<file path="src/rtl/step_phase_monitor.sv">
// Receive-side monitor for a two-phase stepper bus {B',A',B,A}: sync, debounce, decode to position.
// Optional reversal tracking is built only when STEP_MON_REV_EN is defined.
module step_phase_monitor #(
    parameter int unsigned SYNC_STAGES  = 2,
    parameter int unsigned DEB_CYCLES   = 4,
    parameter int unsigned POS_W        = 16,
    parameter int unsigned STALL_CYCLES = 1000000
) (
    input  logic             clk,
    input  logic             rst,
    input  logic [3:0]       phase_i,
    input  logic             clr_i,
    output logic [POS_W-1:0] pos_o,
    output logic             dir_o,
    output logic             step_o,
    output logic             moving_o,
    output logic             err_o,
    output logic [1:0]       err_code_o,
    output logic             rev_o,
    output logic [7:0]       rev_cnt_o
);
    localparam int unsigned DEB_W = $clog2(DEB_CYCLES + 1) + 1;
    localparam int unsigned MOV_W = $clog2(STALL_CYCLES + 1);

    typedef enum logic [1:0] {IDLE, LOCKED, FAULT} state_t;

    // Returns {legal, index} where index walks 0..3 in the forward direction.
    function automatic logic [2:0] code_idx(input logic [3:0] c);
        case (c)
            4'b0011: code_idx = 3'b100;
            4'b0110: code_idx = 3'b101;
            4'b1100: code_idx = 3'b110;
            4'b1001: code_idx = 3'b111;
            default: code_idx = 3'b000;
        endcase
    endfunction

    logic [SYNC_STAGES-1:0][3:0] sync_q;
    logic [3:0]       s, s_q, acc_code, prev_code;
    logic [DEB_W-1:0] deb_cnt, deb_cnt_nxt;
    logic             acc_v;

    always_ff @(posedge clk or posedge rst) begin
        if (rst) begin
            sync_q <= '0;
        end else begin
            sync_q <= {sync_q[SYNC_STAGES-2:0], phase_i};
        end
    end

    assign s = sync_q[SYNC_STAGES-1];

    always_comb begin
        deb_cnt_nxt = (s != s_q) ? DEB_W'(1) : deb_cnt + DEB_W'(1);
    end

    // acc_v marks the cycle after acceptance; prev_code keeps the code it replaced.
    always_ff @(posedge clk or posedge rst) begin
        if (rst) begin
            s_q       <= '0;
            acc_code  <= '0;
            prev_code <= '0;
            deb_cnt   <= '0;
            acc_v     <= 1'b0;
        end else begin
            s_q   <= s;
            acc_v <= 1'b0;
            if (s == acc_code) begin
                deb_cnt <= '0;
            end else if (deb_cnt_nxt >= DEB_W'(DEB_CYCLES)) begin
                deb_cnt   <= '0;
                acc_code  <= s;
                prev_code <= acc_code;
                acc_v     <= 1'b1;
            end else begin
                deb_cnt <= deb_cnt_nxt;
            end
        end
    end

    state_t           state_q, state_d;
    logic [POS_W-1:0] pos_d;
    logic             dir_d, step_d;
    logic [1:0]       code_d;
    logic [2:0]       new_i, old_i;
    logic [1:0]       delta;

    always_comb begin
        state_d = state_q;
        pos_d   = pos_o;
        dir_d   = dir_o;
        step_d  = 1'b0;
        code_d  = err_code_o;
        new_i   = code_idx(acc_code);
        old_i   = code_idx(prev_code);
        delta   = new_i[1:0] - old_i[1:0];
        if (clr_i) begin
            state_d = IDLE;
            pos_d   = '0;
            code_d  = 2'b00;
        end else if (acc_v) begin
            case (state_q)
                IDLE: begin
                    if (new_i[2]) begin
                        state_d = LOCKED;
                    end else if (acc_code != 4'b0000) begin
                        state_d = FAULT;
                        code_d  = 2'b01;
                    end
                end
                LOCKED: begin
                    if (acc_code == 4'b0000) begin
                        state_d = IDLE;
                    end else if (!new_i[2]) begin
                        state_d = FAULT;
                        code_d  = 2'b01;
                    end else if (delta == 2'd1) begin
                        pos_d  = pos_o + POS_W'(1);
                        dir_d  = 1'b1;
                        step_d = 1'b1;
                    end else if (delta == 2'd3) begin
                        pos_d  = pos_o - POS_W'(1);
                        dir_d  = 1'b0;
                        step_d = 1'b1;
                    end else begin
                        state_d = FAULT;
                        code_d  = 2'b10;
                    end
                end
                FAULT: begin
                end
                default: begin
                    state_d = FAULT;
                end
            endcase
        end
    end

    always_ff @(posedge clk or posedge rst) begin
        if (rst) begin
            state_q    <= IDLE;
            pos_o      <= '0;
            dir_o      <= 1'b0;
            step_o     <= 1'b0;
            err_code_o <= 2'b00;
        end else begin
            state_q    <= state_d;
            pos_o      <= pos_d;
            dir_o      <= dir_d;
            step_o     <= step_d;
            err_code_o <= code_d;
        end
    end

    assign err_o = (state_q == FAULT);

    // Reload on the edge that raises step_o so moving_o rises together with it.
    logic [MOV_W-1:0] mov_cnt;

    always_ff @(posedge clk or posedge rst) begin
        if (rst) begin
            mov_cnt <= '0;
        end else if (step_d) begin
            mov_cnt <= MOV_W'(STALL_CYCLES);
        end else if (mov_cnt != '0) begin
            mov_cnt <= mov_cnt - MOV_W'(1);
        end
    end

    assign moving_o = (mov_cnt != '0);

`ifdef STEP_MON_REV_EN
    logic       have_dir_q, rev_q, rev_d;
    logic [7:0] rev_cnt_q;

    assign rev_d = step_d && have_dir_q && (dir_d != dir_o);

    always_ff @(posedge clk or posedge rst) begin
        if (rst) begin
            have_dir_q <= 1'b0;
            rev_q      <= 1'b0;
            rev_cnt_q  <= '0;
        end else begin
            rev_q <= rev_d;
            if (clr_i) begin
                have_dir_q <= 1'b0;
                rev_cnt_q  <= '0;
            end else begin
                if (step_d) begin
                    have_dir_q <= 1'b1;
                end
                if (rev_d && (rev_cnt_q != 8'hFF)) begin
                    rev_cnt_q <= rev_cnt_q + 8'd1;
                end
            end
        end
    end

    assign rev_o     = rev_q;
    assign rev_cnt_o = rev_cnt_q;
`else
    assign rev_o     = 1'b0;
    assign rev_cnt_o = '0;
`endif

endmodule

</file>
<file path="config.mk">
export PLATFORM = sky130hd
export DESIGN_NAME = step_phase_monitor
export DESIGN_NICKNAME = d
export VERILOG_FILES = /design/src/rtl/step_phase_monitor.sv
export SDC_FILE = /design/constraint.sdc
export NUM_CORES = 1
export LEC_CHECK = 0
export ABC_AREA = 1
export CAP_MARGIN = 20
export CORE_MARGIN = 2
export CORE_UTILIZATION = 60
export CTS_BUF_LIST = sky130_fd_sc_hd__clkbuf_4 sky130_fd_sc_hd__clkbuf_8 sky130_fd_sc_hd__clkbuf_16
export DETAILED_ROUTE_END_ITERATION = 16
export PLACE_DENSITY = 0.84
export REMOVE_ABC_BUFFERS = 1
export SLEW_MARGIN = 10
export SYNTH_ARGS = -nofsm -noshare
export SYNTH_HDL_FRONTEND = slang
export SYNTH_SLANG_ARGS = --single-unit
</file>
<file path="constraint.sdc">
create_clock -name clk -period 5.9 [get_ports clk]
set_input_delay 1.475 -clock clk [delete_from_list [all_inputs] [get_ports clk]]
set_output_delay 1.475 -clock clk [all_outputs]
set_load 0.02 [all_outputs]
</file>
==> run summary <==
Leakage: 2.26 nW
first-pass GRT wire length: 14700 um
hold_buf cts: 0
HPWL after DPL: 6170 um
Reg-to-Reg Start: acc_code[1]$_DFFE_PP0P_
ANT nets after route: 0
worst reg2reg path depth: 18
part of the power in registers: 32.5%
WP data arrival: 2370 ps
I/O pin cnt: 38
drt wl/cell: 13.8 um
Crit Path Max Fanout: 4
CTS tree: done
GPL Wtd Cong: 0.886
CP Launch Point: mov_cnt[0]$_DFFE_PP0P_
initial antenna violation count: 0
Root Driver: clkbuf_8
Cell Int Power: 0.000978 W
Relative slew margins: 45.7%
YS warnings: 0
Final Hold Fails: 0
minimum clock period: 3850 ps
clock tree buffer depth: 2
Worst EP required: 4430 ps
crit end category: output pin
Worst Min Path Start: sync_q[2]$_DFF_PP0_
hold slack: 360 ps
cell row count: 29
clock insertion delay at the later pin of the skew report: 350 ps
# setup viols final: 0
Vias: 3446
sequential fraction of the synthesis area: 42.2%
slew at the pin closest to its max-slew limit: 813 ps
n_diodes: 0
post_cts resized: 0
largest net degree at the start of global routing: 46
fillers: 508
Cell Area, Synth: 3980 um^2
Reg-to-Reg End: pos_o[13]$_DFFE_PP0P_
Primary FF master, synth: dfrtp_1
crit share post-route: 65.2%
peak supply drop: 0.286 mV
Max Cap Viol: 0
Clock Skew: 11.2 ps
Vert. Die Dim: 85.4 um
clk sink count: 67
Die Width: 85.4 um
drt pass-1 iters: 5
grt total ovfl: 0
setup slack, reg-to-reg: 2140 ps
WS Path Type: reg -> out
Mapped Avg Cell Area: 7.93 um^2
Hold Path Cell Cnt: 0
Post-synth EDFFs: 0
Starting Density: 62.2%
Hold Crit Endpoint: s[2]$_DFF_PP0_
core area: 6390 um^2
Max H-tree Level: 3
Vias/cell: 5.57
main area contributors after synthesis: dfrtp_1, nand2_1, ha_1, nor2_1, inv_1
DRT iter0 DRCs: 219
sw frac: 43.6%
fin. max-slew vios: 0
Synth area leader: dfrtp_1
total negative slack: 0 ps
power per standard cell area: 386 nW/um^2
Syn-to-layout area delta: 13.0%
port bufs: 28
ys async rst share: 100%
clock network power share: 23.2%
Synth Instances: 501
Total GRT Usage: 25.4%
net switching power: 0.000755 W
post-CTS setup buffer count: 0
status: finished, final reports clean
Cell variety after synth: 43
RSZ-0062 raised after global routing: no
Combinational Power Share: 44.3%
Synth top area share: 42.2%
CTS Buf Count: 9
Layout Nets: 564
clock-pin transition on the worst setup and hold timing paths: 80 ps
DRC violations left: 0
Total Routed Length: 8570 um
ratio of cells with drive above 1 in the final layout: 6.83%
FF+latch count, synth: 67
number of global-route vias before repair: 3355
crit start category: register
fmax: 0.260 GHz
die area: 7290 um^2
worst hold path class: reg -> reg
-- sequential cells by signal, summed over array words and instances, names as in the netlist, 4 cells and up --
name and flops:
mov_cnt 20, pos_o 16, acc_code 4, deb_cnt 4
prev_code 4, s 4, s_q 4, sync_q 4
-- critical path, stage by stage (launching register included) --
cell	delay (ps)
dfrtp_1	390
inv_1	90
ha_1	240
inv_1	70
nor2_2	170
nand3b_1	90
nor3_1	320
nand2_1	100
clkdlybuf4s50_1	550
-- cell families after synthesis --
| group | synth area share (%) |
|---|---|
| and+or+nand+nor | 27.2 |
| AOI/OAI and AO/OA | 11.3 |
| buffers and inverters | 8.18 |
| DFF | 42.2 |
| xor gates and xnor gates | 4.63 |
| adders and majority gates | 6.48 |
| other | 0.0943 |
-- power groups by stage --
stage	combinational [W]	clock (W)	sequential, W
global placement	0.000730	0	0.000566
detailed placement	0.000753	0	0.000571
global route	0.000871	0.000427	0.000569
floorplan	0.000580	0	0.000570
finish	0.000768	0.000401	0.000563
CTS	0.000760	0.000409	0.000562
-- placed cells by master, fill, tap and decap left out, types with 3 or more instances in the layout --
cell	synthesis	layout
nand3_1	34	34
or2_2	3	3
inv_1	52	51
o21bai_1	3	3
nor2_1	55	55
xnor2_1	3	3
o211ai_1	4	4
clkdlybuf4s50_1	0	28
conb_1	1	11
xor2_1	18	18
o21ai_0	29	29
a21oi_1	24	24
clkbuf_8	0	9
nor3_1	8	8
nand4_1	7	7
nand2_1	117	117
nor4_1	3	3
o21ai_1	8	8
inv_2	5	6
ha_1	19	19
dfrtp_1	67	67
-- stage by stage --
stage / std cells / util (%) / setup slack [ps] / cell area (um^2) / power [W]
2_1_floorplan: 497 / - / 2740 / 3900 / 0.00115
3_3_place_gp: 603 / 67.1 / 2430 / 4290 / 0.00130
3_5_place_dp: 603 / 67.1 / 2220 / 4290 / 0.00132
4_1_cts: 619 / 70.4 / 2080 / 4490 / 0.00173
5_1_grt: 619 / 70.4 / 1840 / 4490 / 0.00187
6_report: 619 / 70.4 / 2050 / 4490 / 0.00173
-- final cells by class --
cell class / instances / area [um^2] / share of cell area [%]
Tap cell: 77 / 96.3 / 2.14
Sequential cell: 67 / 1680 / 37.3
Clock buffer: 9 / 124 / 2.76
Timing Repair Buffer: 29 / 288 / 6.40
Inverter: 57 / 214 / 4.76
Clock inverter: 7 / 83.8 / 1.87
Multi-Input combinational cell: 373 / 2010 / 44.8
-- cells in the mapped netlist, types with 2 or more instances --
master and n:
nand2_1 117, o211ai_1 4, ha_1 19, o31ai_1 2, inv_1 52, nor2_4 2, o21ai_1 8, nand4_1 7
buf_4 9, nor4_1 3, nor2_1 55, buf_2 2, inv_2 5, nand3_2 2, or2_2 3, o21ai_0 29
a21o_1 2, dfrtp_1 67, nand3_1 34, xor2_1 18, a21oi_1 24, nor3_1 8, o22ai_1 2, nor2_2 2
buf_6 3, o21bai_1 3, xnor2_1 3
-- worst max path at each step --
stage / to / slack, ps
2_1_floorplan: acc_code[0]$_DFFE_PP0P_ / 2740
3_3_place_gp: pos_o[13]$_DFFE_PP0P_ / 2430
3_5_place_dp: pos_o[13]$_DFFE_PP0P_ / 2220
4_1_cts: moving_o / 2080
5_1_grt: pos_o[13]$_DFFE_PP0P_ / 1840
6_report: moving_o / 2050
-- per-layer routing --
layer,GRT usage (%),vias to the layer above,share of wire [%]
li1,-,1703,-
met2,43.8,107,49
met4,11.7,0,2.1
met1,31.6,1621,45
met5,0,-,0
met3,3.60,15,4.1
Note: power is estimated with default switching activity, not from simulation.
